$ cat config.mk
export PLATFORM = sky130hd
export DESIGN_NAME = strx_framer
export DESIGN_NICKNAME = d
export VERILOG_FILES = /design/src/rtl/strx_framer.sv
export SDC_FILE = /design/constraint.sdc
export NUM_CORES = 1
export LEC_CHECK = 0
export ABC_AREA = 1
export BUFFER_PORTS_ARGS = -buffer_cell sky130_fd_sc_hd__buf_2
export CORE_MARGIN = 2
export CORE_UTILIZATION = 42
export CTS_CLUSTER_DIAMETER = 200
export DETAILED_ROUTE_END_ITERATION = 10
export PLACE_DENSITY = 0.77
export SETUP_SLACK_MARGIN = 0.4
export SKIP_CTS_REPAIR_TIMING = 1
export SYNTH_ARGS = -nofsm -noshare
export SYNTH_HDL_FRONTEND = slang
export SYNTH_SLANG_ARGS = --single-unit
$ cat constraint.sdc
create_clock -name clk -period 1.4 [get_ports clk]
set_input_delay 0.07 -clock clk [delete_from_list [all_inputs] [get_ports clk]]
set_output_delay 0.07 -clock clk [all_outputs]
set_load 0.005 [all_outputs]
$ cat src/rtl/strx_framer.sv
// Frames an upstream byte stream: a fixed header, then a pass-through body while reply stays high.
// Define STRX_CHKSUM_EN to append a one-byte modulo-256 body checksum after each body.
module strx_framer #(
    parameter int          PTRWIDTH  = 12,
    parameter int          HDR_LEN   = 4,
    parameter logic [63:0] HDR       = 64'h0000_0000_7600_25EB,
    parameter int          MARGIN    = 300,
    parameter logic [2:0]  ST_ACCEPT = 3'b001
) (
    input  logic                clk,
    input  logic                rst_n,
    input  logic [PTRWIDTH:0]   uw,
    input  logic [2:0]          st,
    input  logic                reply,
    input  logic                wen,
    input  logic [7:0]          din,
    input  logic                ready,
    output logic                valid,
    output logic [7:0]          dout,
    output logic                busy,
    output logic                drop,
    output logic                ovf
);
    localparam int unsigned START_LIMIT = (1 << PTRWIDTH) - MARGIN;

`ifdef STRX_CHKSUM_EN
    typedef enum logic [1:0] {IDLE, HEAD, BODY, TAIL} state_e;
`else
    typedef enum logic [1:0] {IDLE, HEAD, BODY} state_e;
`endif

    state_e      state_q, state_d;
    logic [2:0]  idx_q, idx_d;
    logic        reply_dly_q, reply_dly_d;
    logic        armed_q, armed_d;
    logic        drop_q, drop_d;
    logic        ovf_q, ovf_d;
    logic        pos;
    logic        start_ok;
`ifdef STRX_CHKSUM_EN
    logic [7:0]  sum_q, sum_d;
`endif

    // armed_q blocks a reply that is already high when reset releases from looking like a fresh edge
    assign pos      = reply && !reply_dly_q && armed_q;
    assign start_ok = (st == ST_ACCEPT) && (32'(uw) < START_LIMIT);
    assign busy     = (state_q != IDLE);
    assign drop     = drop_q;
    assign ovf      = ovf_q;

    always_comb begin
        state_d     = state_q;
        idx_d       = idx_q;
        reply_dly_d = reply;
        armed_d     = armed_q || !reply;
        drop_d      = 1'b0;
        ovf_d       = ovf_q;
`ifdef STRX_CHKSUM_EN
        sum_d       = sum_q;
`endif
        valid       = 1'b0;
        dout        = 8'h00;

        case (state_q)
            IDLE: begin
                if (pos) begin
                    if (start_ok) begin
                        state_d = HEAD;
                        idx_d   = 3'd0;
                        ovf_d   = 1'b0;
`ifdef STRX_CHKSUM_EN
                        sum_d   = 8'h00;
`endif
                    end else begin
                        drop_d  = 1'b1;
                    end
                end
            end
            HEAD: begin
                valid = 1'b1;
                dout  = HDR[{idx_q, 3'b000} +: 8];
                if (ready) begin
                    if (idx_q == 3'(HDR_LEN - 1)) begin
                        state_d = BODY;
                        idx_d   = 3'd0;
                    end else begin
                        idx_d   = idx_q + 3'd1;
                    end
                end
            end
            BODY: begin
                valid = wen;
                dout  = din;
                if (wen && !ready)
                    ovf_d = 1'b1;
`ifdef STRX_CHKSUM_EN
                if (wen && ready)
                    sum_d = sum_q + din;
                if (!reply)
                    state_d = TAIL;
`else
                if (!reply)
                    state_d = IDLE;
`endif
            end
`ifdef STRX_CHKSUM_EN
            TAIL: begin
                valid = 1'b1;
                dout  = sum_q;
                if (ready)
                    state_d = IDLE;
            end
`endif
            default: state_d = IDLE;
        endcase
    end

    always_ff @(posedge clk or negedge rst_n) begin
        if (!rst_n) begin
            state_q     <= IDLE;
            idx_q       <= 3'd0;
            reply_dly_q <= 1'b0;
            armed_q     <= 1'b0;
            drop_q      <= 1'b0;
            ovf_q       <= 1'b0;
`ifdef STRX_CHKSUM_EN
            sum_q       <= 8'h00;
`endif
        end else begin
            state_q     <= state_d;
            idx_q       <= idx_d;
            reply_dly_q <= reply_dly_d;
            armed_q     <= armed_d;
            drop_q      <= drop_d;
            ovf_q       <= ovf_d;
`ifdef STRX_CHKSUM_EN
            sum_q       <= sum_d;
`endif
        end
    end

endmodule

# Word-level counts from Yosys, hierarchy flattened
# Cells that the tools add are included.
# totals
reg_bits	9
in_bits	29
output_inout_bits	12
# op_classes
n_addsub	1
magnitude_cmp	1
n_eq_ne	10
shift	1
mux	20
reduce_logical	15
# ops
op	n
$shiftx A64 B7 Y8 const A	1
$pmux W8 S2	1
$lt A13 B12 Y1 const B	1
$mux W3	4
$ne A2 B2 Y1 const B	6
$mux W2	5
$reduce_and A4 Y1	2
$mux W1	6
$pmux W2 S3	1
$pmux W3 S2	1
$reduce_bool A2 Y1	3
$reduce_and A5 Y1	1
$logic_and A1 B1 Y1	4
$pmux W1 S2	2
$add A3 B1 Y3 const B	1
$eq A3 B1 Y1 const B	1
$eq A3 B2 Y1 const B	1
$logic_not A1 Y1	3
$eq A2 B1 Y1 const B	1
$eq A2 B2 Y1 const B	1
$logic_not A2 Y1	1
$logic_or A1 B1 Y1	1

# Logic depth before layout (Yosys ltp)
# logic_depth
word_depth	5
ltp_mapped	9

# Least setup slack after synthesis
# OpenSTA, ideal clock, no wires.
# synth_path
kind	register -> output
from	register state_q[1]
to	output dout[1]
t_arrival_ps	1246
slack_ps	84
stages_incl_launch_ff	8
cell_sequence	dfrtp_1 inv_1 ha_1 inv_2 nor2_4 inv_2 or2_1 a21oi_1
# synth_via
elab_chain_len	2
elab_cells_between_ends	3
# synth_lines
element	line_no	source
start, declared	32	state_e state_q, state_d;
start signal, assigned	130	state_q <= state_d;
$eq A2 B2 Y1 / $eq A2 B1 Y1 (equally long branches)	64	case (state_q)
$pmux W8 S2 (*)	64	
end, declared	19	output logic [7:0] dout,
# Mark *: on every way between the ends. The rest lies on a longest branch, timed or not.

# Worst setup path after layout
# Ends and elaborated chain as after synthesis.

==> impl_metrics.ini <==
[sta]
slew_headroom = 0.8563
rsz0062_at_grt = true
timing.fmax_mhz = 619.1
finClkSkew_ns = 0.005409
setup_viol = 10
hold_violations = 0
worst_pin_slew_ns = 0.2155
slew_viol_final = 0
setup_slack_ns = -0.2153
finalCritPeriodShare = 1.154
tns_ns = -1.119
min_period_ns = 1.615

[critical_path]
cp_common_cell = inv_2
slowest_delay_ns = 0.39
path_buf_inv = 4
end_kind = primary output
slowest_stage = dfrtp_1
cp.arrival_ns = 1.55
critical_path_class = reg -> out
reg2reg_from = state_q[0]
cp-endpoint = dout[1]
crit_required_ns = 1.33
path_cells = inv_2, ha_4, inv_6, nor2_4, inv_2, or2_4, a21oi_2, buf_2
start_kind = register
reg2reg_setup_slack_ns = -0.01
reg2reg_to = idx_q[2]
reg2regPathDepth = 8
path_max_fanout = 3
crit_cells = 8
critical_path.top_delay_family = flip-flops
cp-startpoint = state_q[1]

[logic_synthesis]
yosysTopAreaCellShare = 0.3203
syn_nets = 142
yosys.area_share.xor_xnor = 0
synthCells = 107
synth_edf_count = 0
synth-adder-area-share = 0.1068
seq_area_frac_synth = 0.3203
synth-simple-area-share = 0.3932
avgSynthCellArea_sq_um = 6.572
ys.flop_type = dfrtp_1
synthTopCellsByCount = nand2_1 (40), inv_1 (10), nand3_1 (10)
synth_top_family_by_area = simple AND/OR/NAND/NOR gates
yosysTopAreaCell = dfrtp_1
synth_most_common_cell = nand2_1
async_reset_ff_frac = 1.000
yosysUniqueCellTypes = 20
yosysWarnings = 0
synthMuxAreaShare = 0
synth_seq_cells = 9
syn_area_sq_um = 703.2
synth_compound_area_frac = 0.09786
synthTopCellsByArea = dfrtp_1 (32%), nand2_1 (21%), ha_1 (11%)

[power_and_ir_drop]
p_comb_frac = 0.721
p_switching_mw = 0.9990
powerDensity_nw_per_um2 = 1845
irDropWorstVdd_uv = 1075
switching_share = 0.4755
internal_power_mw = 1.102
fin_total_pwr_mw = 2.101
power_frac_seq = 0.183
p_leak_nw = 0.6055
clkPwrFrac = 0.096

[routing]
drtIter0Drc = 13
routedWlPerCell_microns = 11.47
ant_nets = 0
vias = 853
first_pass_iters = 4
viasPerCell = 4.847
drc = 0
wl_mm = 2.018

[floorplan]
dieArea_sq_um = 2017
start_util = 0.4562
die_h_microns = 44.92
fp-row-count = 14
dieWidth_microns = 44.92
io_pins = 41
core_sq_um = 1541

[layout]
nets = 196
layout-drive-gt1-share = 0.5000
fill_cells = 128
antenna_cells = 0
final_core_util = 0.7386
syn_to_final_growth_pct = 61.92

[clocking]
clk_path_buf_depth = 2
cts_buffers = 3
cts_sinks = 9
htreeDepth = 1
root_buffer = clkbuf_4
clk_pin_slew_worst_paths_ns = 0.06
cts_tree = yes
clock_latency_ns = 0.26

[global_routing]
track_usage = 0.1955
grt_pass1_wl_mm = 2.911
overflow = 0
grt_pass1_vias = 756
grt_max_degree = 11
antenna_found_initial = 0

[placed_design]
portBuffers = 38
gp_congestion = 0.7901
hpwl_mm = 1.433

[run_status]
violations = negative setup slack
status = complete, but fails checks

[min_path]
hold_class = in -> reg

[flow_run]
cap_viol_max_count = 0
==> layout by cell type, fill, tap and decap left out, types with 3 or more instances in the layout <==
cell and count:
buf_2 38, nand2_1 36, nand3_1 10, a21oi_2 9
inv_1 8, dfrtp_1 8, buf_4 8, nor2_1 7
nand2_2 4, inv_2 3, ha_4 3, clkbuf_4 3
==> worst register-to-register path, cell delays in order, from the launching register on <==
cell     delay, ns
dfrtp_2       0.44
ha_4          0.19
inv_6         0.06
buf_4         0.12
o21ai_2       0.07
a21oi_2       0.20
nand2_2       0.10
nand2_1       0.07
nand2_1       0.05
==> layer usage <==
layer  vias to the layer above  global-route usage  wire [microns]
met5                         -                   0               0
met4                         0              0.1000              15
met3                         2             0.01200             110
met2                        27              0.3391            1038
met1                       383              0.2443             853
li1                        441                   -               -
==> kinds of logic after synthesis <==
logic type,after synthesis
adder cells (fa/ha/maj),6
AO/OA/AOI/OAI,12
buffers and inverters,15
flip-flops,9
AND/OR/NAND/NOR,65
==> flip-flops by register name, summed over array words and instances (netlist names) <==
register and cells:
state_q 2, armed_q 1, ovf 1, reply_dly_q 1, drop 1, idx_q 3
==> worst min-delay path by stage <==
stage,start,to,cells after the start
floorplan,rst_n,armed_q,0
global placement,rst_n,idx_q[1],1
detailed placement,rst_n,idx_q[1],1
CTS,rst_n,idx_q[1],1
global route,reply,armed_q,2
finish,reply,armed_q,2
==> per-stage QoR <==
stage          hold WS, ns  cell area (sq um)  setup WS [ns]  instances
6_report           0.01162               1139        -0.2153        176
3_5_place_dp      -0.06796              988.4        0.01740        163
5_1_grt            0.01678               1139        -0.3073        176
4_1_cts            -0.3544               1015        -0.2753        167
2_1_floorplan      -0.2256              767.0         0.1282        107
3_3_place_gp      -0.07075              988.4        0.03948        163
==> layout make-up <==
type | count | area, sq um | area share
clock buffers | 4 | 26.28 | 0.02308
inverters | 14 | 62.56 | 0.05495
multi-input cells | 83 | 516.7 | 0.4538
flip-flops and latches | 9 | 226.5 | 0.1989
well taps | 16 | 20.02 | 0.01758
repair buffers | 49 | 281.5 | 0.2473
repair inverters | 1 | 5.005 | 0.004396
==> power groups by stage <==
stage / Sequential [mW] / Combinational [mW] / Clock (mW)
after floorplan: 0.385 / 0.858 / 0
after global placement: 0.392 / 1.18 / 0
after detailed placement: 0.395 / 1.22 / 0
after CTS: 0.391 / 1.23 / 0.210
after global routing: 0.389 / 1.68 / 0.221
final: 0.383 / 1.52 / 0.202
(Power assumes the default switching activity.)
